===== src/rtl/debounce_pkg.sv =====
// Shared constants and helpers for the debounce bank.
// Holds the default sample threshold and the per-channel counter width function.
package debounce_pkg;

  localparam int unsigned DEFAULT_THRESH = 1000;

  // Counter must be able to hold every value up to THRESH without wrapping.
  function automatic int unsigned cnt_width(input int unsigned thresh);
    return $clog2(thresh + 1);
  endfunction

endpackage


===== src/rtl/debounce_chan.sv =====
// One debounce channel: 2-flop synchroniser, qualifying-sample counter, stable output.
// Edge pulse registers exist only when DEBOUNCE_EDGE_EN is defined; otherwise rise/fall are tied low.
module debounce_chan
  import debounce_pkg::*;
#(
  parameter int unsigned THRESH  = DEFAULT_THRESH,
  parameter logic        RST_VAL = 1'b0
) (
  input  logic clk,
  input  logic rst,
  input  logic in,
  input  logic tick,
  output logic out,
  output logic rise,
  output logic fall
);

  localparam int unsigned      CW   = cnt_width(THRESH);
  localparam logic [CW-1:0]    LAST = CW'(THRESH - 1);

  logic          sync1;
  logic          s;
  logic [CW-1:0] cnt;
  logic          accept;

  always_ff @(posedge clk or posedge rst) begin
    if (rst) begin
      sync1 <= RST_VAL;
      s     <= RST_VAL;
    end else begin
      sync1 <= in;
      s     <= sync1;
    end
  end

  assign accept = (s != out) && tick && (cnt == LAST);

  // Agreement with the current level wipes progress even between ticks.
  always_ff @(posedge clk or posedge rst) begin
    if (rst) begin
      cnt <= '0;
      out <= RST_VAL;
    end else if (s == out) begin
      cnt <= '0;
    end else if (accept) begin
      out <= s;
      cnt <= '0;
    end else if (tick) begin
      cnt <= cnt + CW'(1);
    end
  end

`ifdef DEBOUNCE_EDGE_EN
  always_ff @(posedge clk or posedge rst) begin
    if (rst) begin
      rise <= 1'b0;
      fall <= 1'b0;
    end else begin
      rise <= accept & s;
      fall <= accept & ~s;
    end
  end
`else
  assign rise = 1'b0;
  assign fall = 1'b0;
`endif

endmodule


===== src/rtl/debounce_bank.sv =====
// Bank of N independent debounce channels with a combined change flag.
// Edge outputs are live only when DEBOUNCE_EDGE_EN is defined; otherwise they read constant 0.
module debounce_bank
  import debounce_pkg::*;
#(
  parameter int unsigned    N       = 8,
  parameter int unsigned    THRESH  = DEFAULT_THRESH,
  parameter logic [N-1:0]   RST_VAL = '0
) (
  input  logic         clk,
  input  logic         rst,
  input  logic [N-1:0] in,
  input  logic         tick,
  output logic [N-1:0] out,
  output logic [N-1:0] rise,
  output logic [N-1:0] fall,
  output logic         changed
);

  for (genvar i = 0; i < N; i++) begin : g_chan
    debounce_chan #(
      .THRESH  (THRESH),
      .RST_VAL (RST_VAL[i])
    ) u_chan (
      .clk  (clk),
      .rst  (rst),
      .in   (in[i]),
      .tick (tick),
      .out  (out[i]),
      .rise (rise[i]),
      .fall (fall[i])
    );
  end

  assign changed = |(rise | fall);

endmodule

===== config.mk =====
export PLATFORM = sky130hd
export DESIGN_NAME = debounce_bank
export DESIGN_NICKNAME = d
export VERILOG_FILES = /design/src/rtl/debounce_pkg.sv /design/src/rtl/debounce_chan.sv /design/src/rtl/debounce_bank.sv
export SDC_FILE = /design/constraint.sdc
export NUM_CORES = 1
export LEC_CHECK = 0
export CAP_MARGIN = 10
export CORE_ASPECT_RATIO = 0.7
export CORE_MARGIN = 8
export CORE_UTILIZATION = 65
export DETAILED_ROUTE_END_ITERATION = 7
export DONT_BUFFER_PORTS = 1
export PLACE_DENSITY = 0.81
export SLEW_MARGIN = 20
export SYNTH_ARGS = -nofsm -noshare
export SYNTH_HDL_FRONTEND = slang
export SYNTH_SLANG_ARGS = --single-unit
export TNS_END_PERCENT = 5

===== constraint.sdc =====
create_clock -name clk -period 9.4 [get_ports clk]
set_input_delay 1.88 -clock clk [delete_from_list [all_inputs] [get_ports clk]]
set_output_delay 1.88 -clock clk [all_outputs]
set_load 0.03 [all_outputs]

**Word-level counts from Yosys, hierarchy flattened**

Index checks and enable logic that the tools add are counted.

- Flip-flop bits (word level): 104
- Latch bits: 0
- Bits in writable memories: 0
- ROM bits: 0
- Input bits: 11
- Output and inout bits: 25
- Logic and storage cells: 128
- Memories kept: 0

- Add/sub/neg operators: 8
- Multipliers: 0
- Divide/modulo/power cells: 0
- Order comparisons: 0
- Eq/ne operators: 24
- Shifts and indexed selects: 0
- Multiplexer cells: 24
- Bitwise logic cells: 8
- Reduce and logical (&&, ||, !) cells: 32

Operator list:

| cell | count |
|---|---|
| two-way mux 10 bit | 24 |
| adder 10 x 1 -> 10 bit (second input constant) | 8 |
| equality test 10 bit (second input constant) | 8 |
| nonzero test 3 bit | 8 |
| logical AND 1 bit | 16 |
| AND reduction 2 bit | 8 |
| equality test 1 bit | 8 |
| != test 1 bit | 8 |
| inverter 1 bit | 8 |

**Logic depth before layout (Yosys ltp)**

- Depth in word-level cells: 5
- Mapped depth: 6
- Mapped depth without buffers: 5

**Cells and area by module**

A second synthesis with hierarchy kept.

- Cells, all modules: 581
- Area, all modules: 5,756.8 µm²

Modules (own cells, without submodules):

| module | instances | cells an instance | area each (µm²) | seq. area each (µm²) |
|---|---|---|---|---|
| debounce_chan | 8 | 72 | 715.7 | 325.3 |
| debounce_bank | 1 | 5 | 31.3 | 0.0 |

**Least setup slack after synthesis**

Ideal clock, no wire load.

- Kind: input -> register
- Start point: in tick
- End point: reg g_chan[3].u_chan.out
- Setup time: 0.127 ns
- Arrival: 2.719 ns
- Required time: 9.273 ns
- Slack: 6.554 ns
- Stages on the path: 5
- Path buffers: 1
- Cells stage by stage: inv_2 > clkbuf_1 > nor3_1 > nand2_1 > mux2_1

- Longest elaborated chain between the ends: 3

Ends and longest elaborated chain:

| item | RTL line | source |
|---|---|---|
| from (decl) | debounce_bank.sv:13 | `input logic tick,` |
| logical AND 1 bit (2 in a row) | debounce_chan.sv:36 | `assign accept = (s != out) && tick && (cnt == LAST);` |
| AND reduction 2 bit (no source line) | n/a |  |
| to (signal assigned) | debounce_chan.sv:46 | `out <= s;` |
| to (decl) | debounce_chan.sv:13 | `output logic out,` |

No other way between the ends.
A chain may end at the register's enable or synchronous reset.

**Worst setup path in the final report**

- Start point: reg g_chan[1].u_chan.out
- End point: out out[1]

RTL lines:

| item | RTL line | source |
|---|---|---|
| from (decl) | debounce_chan.sv:13 |  |
| from (signal assigned) | debounce_chan.sv:46 |  |
| to (decl) | debounce_bank.sv:14 | `output logic [N-1:0] out,` |

No word-level cell between the ends.

==> out/summary.txt <==
========================================================================================
Run status                                                                  complete, no violations
Final-layout fill cell count                                                         647
Total power                                                                       863 uW
Worst voltage drop across the vdd grid                                        0.000141 V
Average cell area after synthesis                                              9.54 um^2
Predominant post-synthesis flop cell                                             dfrtp_1
Most utilized layer in the global route result                                      met2
Number of buffers inserted to repair setup after CTS                                   0
# rows                                                                                28
Req. time, crit path                                                             7.52 ns
Initial cell density of the core                                                   65.6%
Overall die area                                                              11600 um^2
Most common library cells after synthesis                                   104 x dfrtp_1, 89 x nand2_1, 41 x nand3_1
Fraction of power consumed by combinational cells                                   5.2%
Die Ht                                                                           92.6 um
Layout Skew                                                                   0.00778 ns
Classification of the worst-slack hold path                                 flip-flop to flip-flop
Fraction of registers with async set or reset after synthesis                       100%
Wire length of the first global-routing pass                                    18600 um
Ratio of total power to cell area                                            151 nW/um^2
CTS Buf Count                                                                          9
Hold_buf cts                                                                           0
Fmax                                                                             351 MHz
Remaining routing DRC violations                                                       0
Final hold violations                                                                  0
Area share of the leading cell type in the synthesized netlist                     47.8%
Dominant cells by area after synthesis                                      dfrtp_1 48%, nand2_1 6.1%, nand3_1 3.8%
Post-cts repair resize count                                                           0
Fraction of layout instances using a drive strength above 1                        5.66%
Total gr overflow                                                                      0
Total of buffers placed on input and output ports                                      0
Post-Syn Area                                                                  5450 um^2
Slew of the pin with the lowest slew margin                                     0.815 ns
Sequential area share after synthesis                                              47.8%
GRT met3 Usage                                                                     5.16%
Depth of the CTS H-tree                                                                3
EDFF count, synth                                                                      0
Area growth, synth to finish                                                       4.66%
Maximum number of pins on one net before global-route repair                          79
Most instantiated library cell after synthesis                                   dfrtp_1
Total half-perimeter wirelength after legalization and detailed placement        7070 um
Max FO, Critical Path                                                                  4
Startpoint class of the critical path                                          flip-flop
Data arrival, critical path                                                      0.97 ns
Static Leak                                                                      2.42 nW
Initial antenna violation count                                                        0
Synth Register Bits                                                                  104
Power spent charging and discharging nets                                         207 uW
CTS sink count                                                                       104
Remaining antenna violation count                                                      0
Total Negative Setup Slacks                                                         0 ns
Slew Viols, Final                                                                      0
Ant. Diodes                                                                            0
RePlAce Congestion                                                                 0.867
WL/cell                                                                          15.4 um
Number of max-cap violations                                                           0
First DRT Iteration DRCs                                                             393
Category of the most critical setup path                                    flip-flop to primary output
Sequential cell fraction of total power                                            53.9%
Global routing met2 resource utilization                                           29.3%
GRT Resource Usage Total                                                           19.2%
Final setup fails                                                                      0
Via density per instance                                                            6.25
Number of placed I/O pins                                                             36
Area taken by multi-input logic gates                                          2620 um^2
Clk Tree Root Cell                                                             clkbuf_16
Slack of the worst reg-to-reg path                                               7.42 ns
Part of the power in the clock network                                             40.9%
Fraction of met1 tracks used by global routing                                     25.8%
Largest buffer count on any clock path                                                 2
Pint                                                                              656 uW
Most area-hungry cell type in the Yosys netlist                                  dfrtp_1
Total wirelength of the detailed-routed design                                  10300 um
Drt pass-1 iters                                                                       5
Reg area                                                                       2600 um^2
Source-to-sink clock delay at the later pin of the worst-skew pair               0.35 ns
Post-Synthesis Cells                                                                 571
Yosys warning count                                                                    0
Clock transition at path regs                                                    0.07 ns
Clock tree from TritonCTS                                                          built
Headroom to the max-slew limit                                                     45.3%
Post-synthesis cell type count                                                        57
Post-layout minimum cycle time                                                   2.85 ns
Std-Cell Core Area                                                             8300 um^2
Sort of element at the end of the critical path                             primary output
Routed via count                                                                    4189
Post-route clock period utilization                                                30.3%
Unrepaired setup endpoints after global routing                                       no
Switching portion of total power                                                   24.0%
Via count of the first global-routing pass                                          4031
Die extent in x                                                                   125 um
Net count reported at finish                                                         579
Post-Route Hold Slack                                                           0.349 ns
========================================================================================
-- cell families (layout without fill, tap and decap cells) --
family,after synthesis,in the layout,synth area share (%)
AND/OR/NAND/NOR,266,266,24.8
flip-flops,104,104,47.8
AO/OA/AOI/OAI,103,103,13.1
buffers and inverters,47,25,5.17
XOR/XNOR,31,31,4.99
multiplexers,11,11,2.23
adder cells (fa/ha/maj),8,8,1.84
other,1,17,0.0689
-- cell type report --
cell class	instances	share of cell area [%]
Clock inverter	5	0.658
Inverter	7	0.505
Sequential cell	104	45.7
Timing Repair Buffer	2	0.615
Tap cell	105	2.30
Clock buffer	11	4.26
Multi-Input combinational cell	436	46.0
-- final timing paths --
check / start / endpoint / cells past startpoint
worst max-delay path: g_chan[1].u_chan.out / out[1] / 0
worst min-delay path: g_chan[4].u_chan.sync1 / g_chan[4].u_chan.s / 0
worst max register to register: g_chan[0].u_chan.out / g_chan[0].u_chan.cnt[6] / 4
worst min register to register: g_chan[4].u_chan.sync1 / g_chan[4].u_chan.s / 0
max in group asynchronous: rst / g_chan[7].u_chan.cnt[4] / 3
min in group asynchronous: rst / g_chan[6].u_chan.sync1 / 1
-- placed cells by master (no fill, tap or decap), types with 3 or more instances in the layout --
cell	Yosys	layout
dfrtp_1	104	104
or4_1	8	8
xnor2_1	13	13
o211ai_1	9	9
nand4b_1	3	3
o311ai_0	3	3
inv_1	6	5
clkbuf_16	0	9
o311ai_1	5	5
nand4_1	20	20
nand2b_1	3	3
a21oi_1	10	10
a311oi_1	5	5
nor3b_1	3	3
a41oi_1	4	4
or3_1	10	10
a32o_1	3	3
and4_1	6	6
nand3_1	41	41
nor2_1	37	37
mux2_2	7	7
o31a_1	3	3
xor2_1	18	18
a22o_1	5	5
o31ai_1	4	4
nor3_1	8	8
a31oi_1	22	22
ha_1	8	8
conb_1	1	17
nand2_1	89	89
and2_1	10	10
and3_1	11	11
o21ai_0	23	23
nor2b_1	3	3
-- power groups by stage --
stage / Clock, mW / Combinational [mW] / Sequential (mW)
floorplan: 0 / 0.0446 / 0.472
global placement: 0 / 0.0430 / 0.473
detailed placement: 0 / 0.0445 / 0.474
CTS: 0.361 / 0.0444 / 0.465
global route: 0.379 / 0.0520 / 0.466
finish: 0.353 / 0.0452 / 0.465
-- registers in the layout (all words and copies together) (netlist names) --
name                 cells
g_chan.u_chan.s          8
g_chan.u_chan.cnt       80
g_chan.u_chan.sync1      8
g_chan.u_chan.out        8
-- per-stage QoR --
stage	area (um^2)	setup slack, ns	cells	utilization (%)
after floorplan	5510	4.79	587	-
after global placement	5390	6.32	653	64.9
after detailed placement	5390	6.27	653	64.9
after CTS	5670	6.53	669	68.3
after global routing	5700	6.49	670	68.7
final	5700	6.55	670	68.7
-- per-layer routing --
layer	up-vias	part of all wire, %
met4	0	1.2
met5	-	0
li1	2030	-
met1	2041	47
met3	11	5.8
met2	107	46
Power figures use the tool's default switching activity.
